==> config.mk <==
export PLATFORM = sky130hd
export DESIGN_NAME = regfile_port_ctrl
export DESIGN_NICKNAME = d
export VERILOG_FILES = /design/src/rtl/regfile_port_ctrl.sv
export SDC_FILE = /design/constraint.sdc
export NUM_CORES = 1
export LEC_CHECK = 0
export BUFFER_PORTS_ARGS = -buffer_cell sky130_fd_sc_hd__buf_2
export CAP_MARGIN = 20
export CORE_ASPECT_RATIO = 1.25
export CORE_MARGIN = 2
export CORE_UTILIZATION = 40
export DETAILED_ROUTE_END_ITERATION = 10
export PLACE_DENSITY = 0.84
export SKIP_CTS_REPAIR_TIMING = 1
export SLEW_MARGIN = 20
export SYNTH_ARGS = -nofsm -noshare
export SYNTH_HDL_FRONTEND = slang
export SYNTH_SLANG_ARGS = --single-unit
==> constraint.sdc <==
create_clock -name clk -period 2.83 [get_ports clk]
set_clock_uncertainty 0.2 [all_clocks]
set_input_delay 0.849 -clock clk [delete_from_list [all_inputs] [get_ports clk]]
set_output_delay 0.849 -clock clk [all_outputs]
set_load 0.1 [all_outputs]
==> src/rtl/regfile_port_ctrl.sv <==
`default_nettype none
// ============================================================================
//  Module   : regfile_port_ctrl
//  Purpose  : Clear sweep after reset, write-port arbitration (writeback vs.
//             debug with anti-starvation) and one-hot read/write decode.
//  Revision : 1.0  initial release
// ============================================================================
module regfile_port_ctrl #(
  parameter int NUM_REGS   = 16,
  parameter int ADDR_W     = 4,
  parameter int DATA_W     = 16,
  parameter int STARVE_LIM = 4,
  parameter int ZERO_REG   = 1
) (
  input  logic                clk,
  input  logic                rst,
  input  logic                wb_req,
  input  logic [ADDR_W-1:0]   wb_addr,
  input  logic [DATA_W-1:0]   wb_data,
  input  logic                dbg_req,
  input  logic [ADDR_W-1:0]   dbg_addr,
  input  logic [DATA_W-1:0]   dbg_data,
  output logic                dbg_grant,
  input  logic [ADDR_W-1:0]   src1_addr,
  input  logic [ADDR_W-1:0]   src2_addr,
  output logic [NUM_REGS-1:0] rd_en1,
  output logic [NUM_REGS-1:0] rd_en2,
  output logic [NUM_REGS-1:0] wr_en,
  output logic [DATA_W-1:0]   wr_data,
  output logic                init_busy,
  output logic                stall
);

  localparam int STARVE_W = $clog2(STARVE_LIM + 1);

  localparam logic [0:0] c_ST_INIT = 1'b0;
  localparam logic [0:0] c_ST_RUN  = 1'b1;

  logic [0:0]          r_state, w_state_nxt;
  logic [ADDR_W-1:0]   r_sweep, w_sweep_nxt;
  logic [STARVE_W-1:0] r_starve, w_starve_nxt;

  logic                w_run, w_starved, w_forced, w_dbg_win, w_wb_win;
  logic                w_protect;
  logic [ADDR_W-1:0]   w_win_addr;
  logic [NUM_REGS-1:0] w_oh_sweep, w_oh_src1, w_oh_src2, w_oh_win;

  assign w_run      = (r_state == c_ST_RUN);
  assign w_starved  = (r_starve == STARVE_W'(STARVE_LIM));
  // Debug is forced through once starved, regardless of writeback.
  assign w_forced   = w_run && dbg_req && w_starved;
  assign w_dbg_win  = w_run && dbg_req && (!wb_req || w_starved);
  assign w_wb_win   = w_run && wb_req && !w_dbg_win;
  assign w_win_addr = w_dbg_win ? dbg_addr : wb_addr;
  assign w_protect  = (ZERO_REG != 0) && (w_win_addr == '0);

  for (genvar gi = 0; gi < NUM_REGS; gi++) begin : g_dec
    assign w_oh_sweep[gi] = (r_sweep    == ADDR_W'(gi));
    assign w_oh_src1[gi]  = (src1_addr  == ADDR_W'(gi));
    assign w_oh_src2[gi]  = (src2_addr  == ADDR_W'(gi));
    assign w_oh_win[gi]   = (w_win_addr == ADDR_W'(gi));
  end

  always_ff @(posedge clk) begin
    if (rst) begin
      r_state  <= c_ST_INIT;
      r_sweep  <= '0;
      r_starve <= '0;
    end else begin
      r_state  <= w_state_nxt;
      r_sweep  <= w_sweep_nxt;
      r_starve <= w_starve_nxt;
    end
  end

  always_comb begin
    w_state_nxt  = r_state;
    w_sweep_nxt  = r_sweep;
    w_starve_nxt = r_starve;
    case (r_state)
      c_ST_RUN: begin
        // Starve only grows while debug is waiting behind writeback.
        if (dbg_req && wb_req && !w_starved)
          w_starve_nxt = r_starve + STARVE_W'(1);
        else
          w_starve_nxt = '0;
      end
      default: begin
        w_starve_nxt = '0;
        if (r_sweep == ADDR_W'(NUM_REGS - 1)) begin
          w_sweep_nxt = '0;
          w_state_nxt = c_ST_RUN;
        end else begin
          w_sweep_nxt = r_sweep + ADDR_W'(1);
        end
      end
    endcase
  end

  always_comb begin
    rd_en1    = '0;
    rd_en2    = '0;
    wr_en     = '0;
    wr_data   = '0;
    dbg_grant = 1'b0;
    stall     = 1'b0;
    init_busy = 1'b0;
    case (r_state)
      c_ST_RUN: begin
        rd_en1 = w_oh_src1;
        rd_en2 = w_oh_src2;
        stall  = w_forced;
        if (w_dbg_win) begin
          dbg_grant = 1'b1;
          wr_data   = dbg_data;
          wr_en     = w_protect ? '0 : w_oh_win;
        end else if (w_wb_win) begin
          wr_data   = wb_data;
          wr_en     = w_protect ? '0 : w_oh_win;
        end
      end
      default: begin
        wr_en     = w_oh_sweep;
        stall     = 1'b1;
        init_busy = 1'b1;
      end
    endcase
  end

endmodule
`default_nettype wire

==> results.cfg, run 1 <==
[outcome]
status = aborted with a tool error
lastStage = detailed placement
firstError = [ERROR DPL-0038] Utilization greater than 100%, impossible to legalize

[logic_synthesis]
synthArstFlopShare = 0
synthesis.area_um2 = 1484
ys_seq_area_frac = 0.1079
yosysUniqueCellTypes = 45
synth_edf_count = 0
postSynthAreaPerCell_um2 = 7.310
ys.flop_type = dfxtp_1
yosysWarningCount = 0
syn-num-nets = 261
ys_ff_latch = 8
syn_inst = 203

[die]
io_pins = 119
die_y_um = 72.10
initial_core_util = 0.4224
die_w_um = 58.48
rows = 24

[placement]
gp_congestion = 0.9011
port_buffers = 118
Yosys cell counts, drive strengths merged, types with 2 or more instances:
cell | count | area, um^2
buf | 8 | 73.82
o211ai | 15 | 112.6
dfxtp | 8 | 160.2
a21oi | 2 | 10.01
nand2b | 7 | 43.79
xnor2 | 2 | 17.52
ha | 6 | 75.07
clkbuf | 11 | 41.29
a22o | 16 | 140.1
nor3b | 2 | 15.01
or2 | 2 | 12.52
nor3 | 13 | 65.06
nand3 | 4 | 20.02
o311ai | 15 | 161.4
inv | 8 | 30.03
nand2 | 23 | 88.84
nor4b | 6 | 52.55
nor4bb | 6 | 60.06
nor2 | 22 | 82.58
nor4 | 2 | 12.51
nand3b | 5 | 37.54
and4b | 4 | 40.04
stage by stage:
| step | setup TNS, ns | cell area, um^2 | instances |
|---|---|---|---|
| after floorplan | -18.55 | 2315 | 203 |
| after global placement | -7.709 | 4070 | 376 |
cells by family after synthesis:
group,share of synthesized area
buffers and inverters,0.09781
and+or+nand+nor,0.4022
DFF,0.1079
xor gates and xnor gates,0.01771
AOI/OAI and AO/OA,0.3170
muxes,0.006746
adders and majority gates,0.05059
==> run 2: changes to the inputs <==
--- a/config.mk
+++ b/config.mk
@@ -7,11 +7,10 @@
 export LEC_CHECK = 0
 export BUFFER_PORTS_ARGS = -buffer_cell sky130_fd_sc_hd__buf_2
 export CAP_MARGIN = 20
-export CORE_ASPECT_RATIO = 1.25
 export CORE_MARGIN = 2
-export CORE_UTILIZATION = 40
+export CORE_UTILIZATION = 30
 export DETAILED_ROUTE_END_ITERATION = 10
-export PLACE_DENSITY = 0.84
+export PLACE_DENSITY_LB_ADDON = 0.15
 export SKIP_CTS_REPAIR_TIMING = 1
 export SLEW_MARGIN = 20
 export SYNTH_ARGS = -nofsm -noshare
==> run 2 against run 1 <==
The flow now finishes, with violations (setup timing); synthesized area is the same; synthesized cell count is the same.
==> results.cfg, run 2 <==
[critical_path]
cp-startpoint = wb_req
cp_max_fo = 7
cp.arrival_ns = 2.09
r2r-end = r_starve[0]$_SDFF_PP0_
required_ns = 1.78
crit_end = wr_en[8]
cp-start-kind = primary input
cp-end-kind = output port
rr_startpoint = r_starve[0]$_SDFF_PP0_
reg2reg_slack_ns = 1.05
worstRegToRegCells = 5
worstSetupPathType = in -> out

[job]
cap_violations = 0

[logic_synthesis]
yosysWarningCount = 0
synthArstFlopShare = 0
postSynthAreaPerCell_um2 = 7.310
ys_seq_area_frac = 0.1079
yosysTopAreaCellShare = 0.1079
syn-num-nets = 261
ys_ff_latch = 8
synth_commonest_cells = nand2_1 (22), nor2_1 (22), a22o_1 (16)
yosys-top-cells-area = dfxtp_1 (11%), a22o_1 (9.4%), o211ai_1 (7.6%)
synth_edf_count = 0
syn_inst = 203
ys.flop_type = dfxtp_1
synth_area_leader_cell = dfxtp_1
yosysUniqueCellTypes = 45
synthesis.area_um2 = 1484

[global_routing]
grt_pass1_wl_um = 12280
busiest_layer = met2
met3_usage = 0.05691
grt_max_degree = 18
grt_overflow = 0
antenna_found_initial = 0
use_met1 = 0.3156
track_usage = 0.2865
use_met2 = 0.5556
grt_pass1_vias = 2413

[die]
io_pins = 119
coreArea_um2 = 4755
rows = 25
die_w_um = 74.33
dieArea_um2 = 5525
die_y_um = 74.33
initial_core_util = 0.3121

[pwr]
leakage_nw = 2.172
power_frac_seq = 0.216
p_sw_mw = 0.2499
p_int_mw = 0.3255
switching_share = 0.4343
power_mw = 0.5754
combPwrFrac = 0.533
peakVddDrop_mv = 0.2025
clkPwrFrac = 0.252
p_per_area_nw_per_um2 = 132.5

[hold_path]
hold_path.class = reg -> reg

[finish]
final_nets = 409
largestRegisters = r_sweep (4), r_starve (3), r_state (1)
regMostFlops = r_sweep
multi_input_area_um2 = 1963
drive_gt1_frac = 0.7221
register_area_um2 = 165.2
mostFrequentLayoutCells = buf_12 (72), buf_2 (49), buf_4 (30), nand2_1 (19)
mostFrequentLayoutCell = buf_12
diodes = 0
nFillCells = 182
area_growth_pct = 192.7
largest_register_ffs = 4

[clocking]
max-clock-path-buffers = 2
cts_tree = built
cts.sinks = 8
clk_pin_slew_ns = 0.05
clk-insertion-delay-late_ns = 0.24
cts_made_buffers = 3
htree_levels = 1
clockRootBuffer = clkbuf_8

[timing]
hold_viol = 0
slew_headroom = 0.6454
fmax_mhz = 318.9
worst_pin_slew_ns = 0.5307
setup_viol = 35
tns_ns = -7.029
setup_ws_ns = -0.3055
slew_viol_final = 0
fin_crit_sh = 1.108
grt_setup_unrepaired = yes
fin_crit_ns = 3.135

[detailed_routing]
final_antenna_net_count = 0
first_iter_violations = 151
vias = 2533
routed_wl_um = 9441
drc = 0
dr.pass1.iters = 6
viasPerCell = 6.089
wl_per_cell_um = 22.69

[outcome]
violations = setup timing
status = finished with violations

[placement]
gp_congestion = 0.8311
port_buffers = 118
dp_hpwl_um = 6356
## run 2: worst max-delay path, stage by stage
cell	delay, ns
buf_8	0.10
a21boi_4	0.14
or2_4	0.28
buf_12	0.17
o311ai_4	0.32
buf_12	0.22
## run 2: metrics by stage
| stage | cell area (um^2) | instances | utilization | setup WS, ns | hold WS, ns |
|---|---|---|---|---|---|
| floorplan | 2315 | 203 | - | -0.6586 | 0.2173 |
| global placement | 4143 | 409 | 0.8713 | -0.3566 | 0.2295 |
| detailed placement | 4143 | 409 | 0.8713 | -0.3941 | 0.2517 |
| CTS | 4184 | 412 | 0.8800 | -0.4020 | 0.3765 |
| global route | 4344 | 416 | 0.9137 | -0.3271 | 0.2748 |
| finish | 4344 | 416 | 0.9137 | -0.3055 | 0.2687 |
## run 2: how the worst min path moves through the flow
| stage | startpoint | endpoint | cells past startpoint | slack, ns |
|---|---|---|---|---|
| 6_report | r_starve[0]$_SDFF_PP0_ | r_starve[0]$_SDFF_PP0_ | 1 | 0.27 |
| 5_1_grt | r_starve[0]$_SDFF_PP0_ | r_starve[0]$_SDFF_PP0_ | 1 | 0.27 |
| 4_1_cts | r_starve[0]$_SDFF_PP0_ | r_starve[0]$_SDFF_PP0_ | 1 | 0.38 |
| 3_5_place_dp | r_starve[0]$_SDFF_PP0_ | r_starve[0]$_SDFF_PP0_ | 1 | 0.25 |
| 3_3_place_gp | r_starve[0]$_SDFF_PP0_ | r_starve[0]$_SDFF_PP0_ | 1 | 0.23 |
| 2_1_floorplan | r_starve[0]$_SDFF_PP0_ | r_starve[0]$_SDFF_PP0_ | 1 | 0.22 |
## run 2: final cells by class
type / count / area share
Tap cell: 67 / 0.01930
Clock buffer: 3 / 0.009505
Inverter: 8 / 0.007776
Sequential cell: 8 / 0.03802
Timing Repair Buffer: 162 / 0.4735
Multi-Input combinational cell: 168 / 0.4519
## run 2: metal layers
| metal | part of all wire | up-vias |
|---|---|---|
| li1 | - | 1081 |
| met1 | 0.33 | 1198 |
| met2 | 0.54 | 207 |
| met3 | 0.089 | 47 |
| met4 | 0.044 | 0 |
| met5 | 0 | - |
## run 2: power by group through the flow
stage / Sequential [mW] / Clock [mW] / Combinational, mW
2_1_floorplan: 0.122 / 0 / 0.164
3_3_place_gp: 0.125 / 0 / 0.276
3_5_place_dp: 0.125 / 0 / 0.285
4_1_cts: 0.124 / 0.140 / 0.287
5_1_grt: 0.124 / 0.146 / 0.316
6_report: 0.124 / 0.145 / 0.306
## run 2: cell families after synthesis
group           after synthesis  share of synthesized area
fa+ha+maj                     6                    0.05059
compound gates               54                     0.3170
buf+inv                      27                    0.09781
flops                         8                     0.1079
simple gates                104                     0.4022
mux                           1                   0.006746
xor+xnor                      3                    0.01771
No activity file was read; power rests on OpenSTA's default activity.
==> run 3: changes to the inputs <==
--- a/config.mk
+++ b/config.mk
@@ -11,6 +11,7 @@
 export CORE_UTILIZATION = 30
 export DETAILED_ROUTE_END_ITERATION = 10
 export PLACE_DENSITY_LB_ADDON = 0.15
+export RECOVER_POWER = 25
 export SKIP_CTS_REPAIR_TIMING = 1
 export SLEW_MARGIN = 20
 export SYNTH_ARGS = -nofsm -noshare
==> constraint.sdc (replaced) <==
create_clock -name clk -period 2.83 [get_ports clk]
set_clock_uncertainty 0.2 [all_clocks]
set_input_delay 0.566 -clock clk [delete_from_list [all_inputs] [get_ports clk]]
set_output_delay 0.566 -clock clk [all_outputs]
set_load 0.1 [all_outputs]
==> run 3 against run 2 <==
The run now ends clean; routed wire length down 38%; critical path depth up 1; flip-flop and latch count unchanged; fmax up 14%; register-to-register slack better by 0.15 ns; critical endpoint is now wr_en[3].
==> results.cfg, run 3 (same netlist as run 2, synthesis figures left out) <==
[timing]
fmax_mhz = 364.9
setup_viol = 0
tns_ns = 0
fin_crit_sh = 0.9683
hold-worst-slack_ns = 0.2464
slew_viol_final = 0
slew_headroom = 0.2262
worst_pin_slew_ns = 1.166
fin_crit_ns = 2.740
grt_setup_unrepaired = no
hold_viol = 0

[clocking]
cts_tree = built
clk-insertion-delay-late_ns = 0.23
cts.sinks = 8
cts_made_buffers = 3
htree_levels = 1
clockRootBuffer = clkbuf_8
max-clock-path-buffers = 2
clk_pin_slew_ns = 0.04

[critical_path]
cp_max_fo = 12
cp-startpoint = r_starve[0]$_SDFF_PP0_
cp.arrival_ns = 1.97
rr_startpoint = r_starve[0]$_SDFF_PP0_
cp-end-kind = output port
cp-start-kind = flop
required_ns = 2.06
worstSetupPathType = reg -> out

[detailed_routing]
routed_wl_um = 5885
viasPerCell = 5.303
first_iter_violations = 66
vias = 2031
wl_per_cell_um = 15.37
drc = 0
dr.pass1.iters = 4
final_antenna_net_count = 0

[global_routing]
antenna_found_initial = 0
grt_overflow = 0
grt_pass1_wl_um = 9101
grt_max_degree = 18
grt_pass1_vias = 1914
track_usage = 0.2080

[hold_path]
hold_path.class = reg -> reg
holdCritStartpoint = r_starve[0]$_SDFF_PP0_

[finish]
diodes = 0
drive_gt1_frac = 0.6108
area_growth_pct = 123.2
stdcell_count = 383
regMostFlops = r_sweep
largest_register_ffs = 4
mostFrequentLayoutCells = buf_2 (64), buf_12 (45), nand2_1 (22), o211ai_1 (15), o311ai_4 (14)
fin_area_um2 = 3312
final_util = 0.6966
mostFrequentLayoutCell = buf_2
final_nets = 376
largestRegisters = r_sweep (4), r_starve (3), r_state (1)

[placement]
dpl.cell_count = 380
dpl_cell_area_um2 = 3269
gp_congestion = 0.7733
port_buffers = 118
dp_hpwl_um = 4929

[pwr]
leakage_nw = 1.724
peakVddDrop_mv = 0.09826
p_per_area_nw_per_um2 = 147.4

[die]
coreArea_um2 = 4755
dieArea_um2 = 5525
die_w_um = 74.33
io_pins = 119
die_y_um = 74.33
initial_core_util = 0.3121
rows = 25

[job]
cap_violations = 0

[outcome]
status = finished clean
-- run 3: power by group --
| group | internal [mW] | total (mW) | switching (mW) |
|---|---|---|---|
| Sequential | 0.117 | 0.123 | 0.00623 |
| Clock | 0.0919 | 0.135 | 0.0426 |
| Combinational | 0.0821 | 0.230 | 0.148 |
| Total | 0.291 | 0.488 | 0.197 |
-- run 3: worst max-delay path: stages (launching register included) --
cell	delay [ns]
dfxtp_1	0.32
inv_1	0.06
ha_1	0.25
a21boi_4	0.08
or2_4	0.31
buf_12	0.18
o311ai_4	0.33
buf_12	0.22
-- run 3: per-layer routing --
layer	up-vias	GRT usage	wire length, um
met5	-	0	0
met4	0	0.05357	64
met3	8	0.04472	329
met2	75	0.3512	3049
met1	933	0.2701	2442
li1	1015	-	-
-- run 3: worst paths after layout --
check	endpoint	slack (ns)	depth (start not counted)
setup / recovery	wr_en[3]	0.09	7
hold / removal	r_starve[0]$_SDFF_PP0_	0.25	1
setup reg to reg	r_starve[2]$_SDFF_PP0_	1.20	5
hold reg to reg	r_starve[0]$_SDFF_PP0_	0.25	1
-- run 3: cell type report --
| cell class | count | area, um^2 |
|---|---|---|
| Tap cell | 67 | 83.83 |
| Multi-Input combinational cell | 168 | 1647 |
| Clock buffer | 3 | 41.29 |
| Sequential cell | 8 | 161.4 |
| Fill cell | 372 | 1443 |
| Inverter | 8 | 33.78 |
| Timing Repair Buffer | 129 | 1345 |
-- run 3: metrics by stage --
stage                     total power [mW]  worst slack [ns]
final                               0.4883           0.08971
after global routing                0.5083           0.02554
after CTS                           0.4909           -0.1040
after detailed placement            0.3554           0.08719
after global placement              0.3519            0.1059
after floorplan                     0.2662           -0.6082
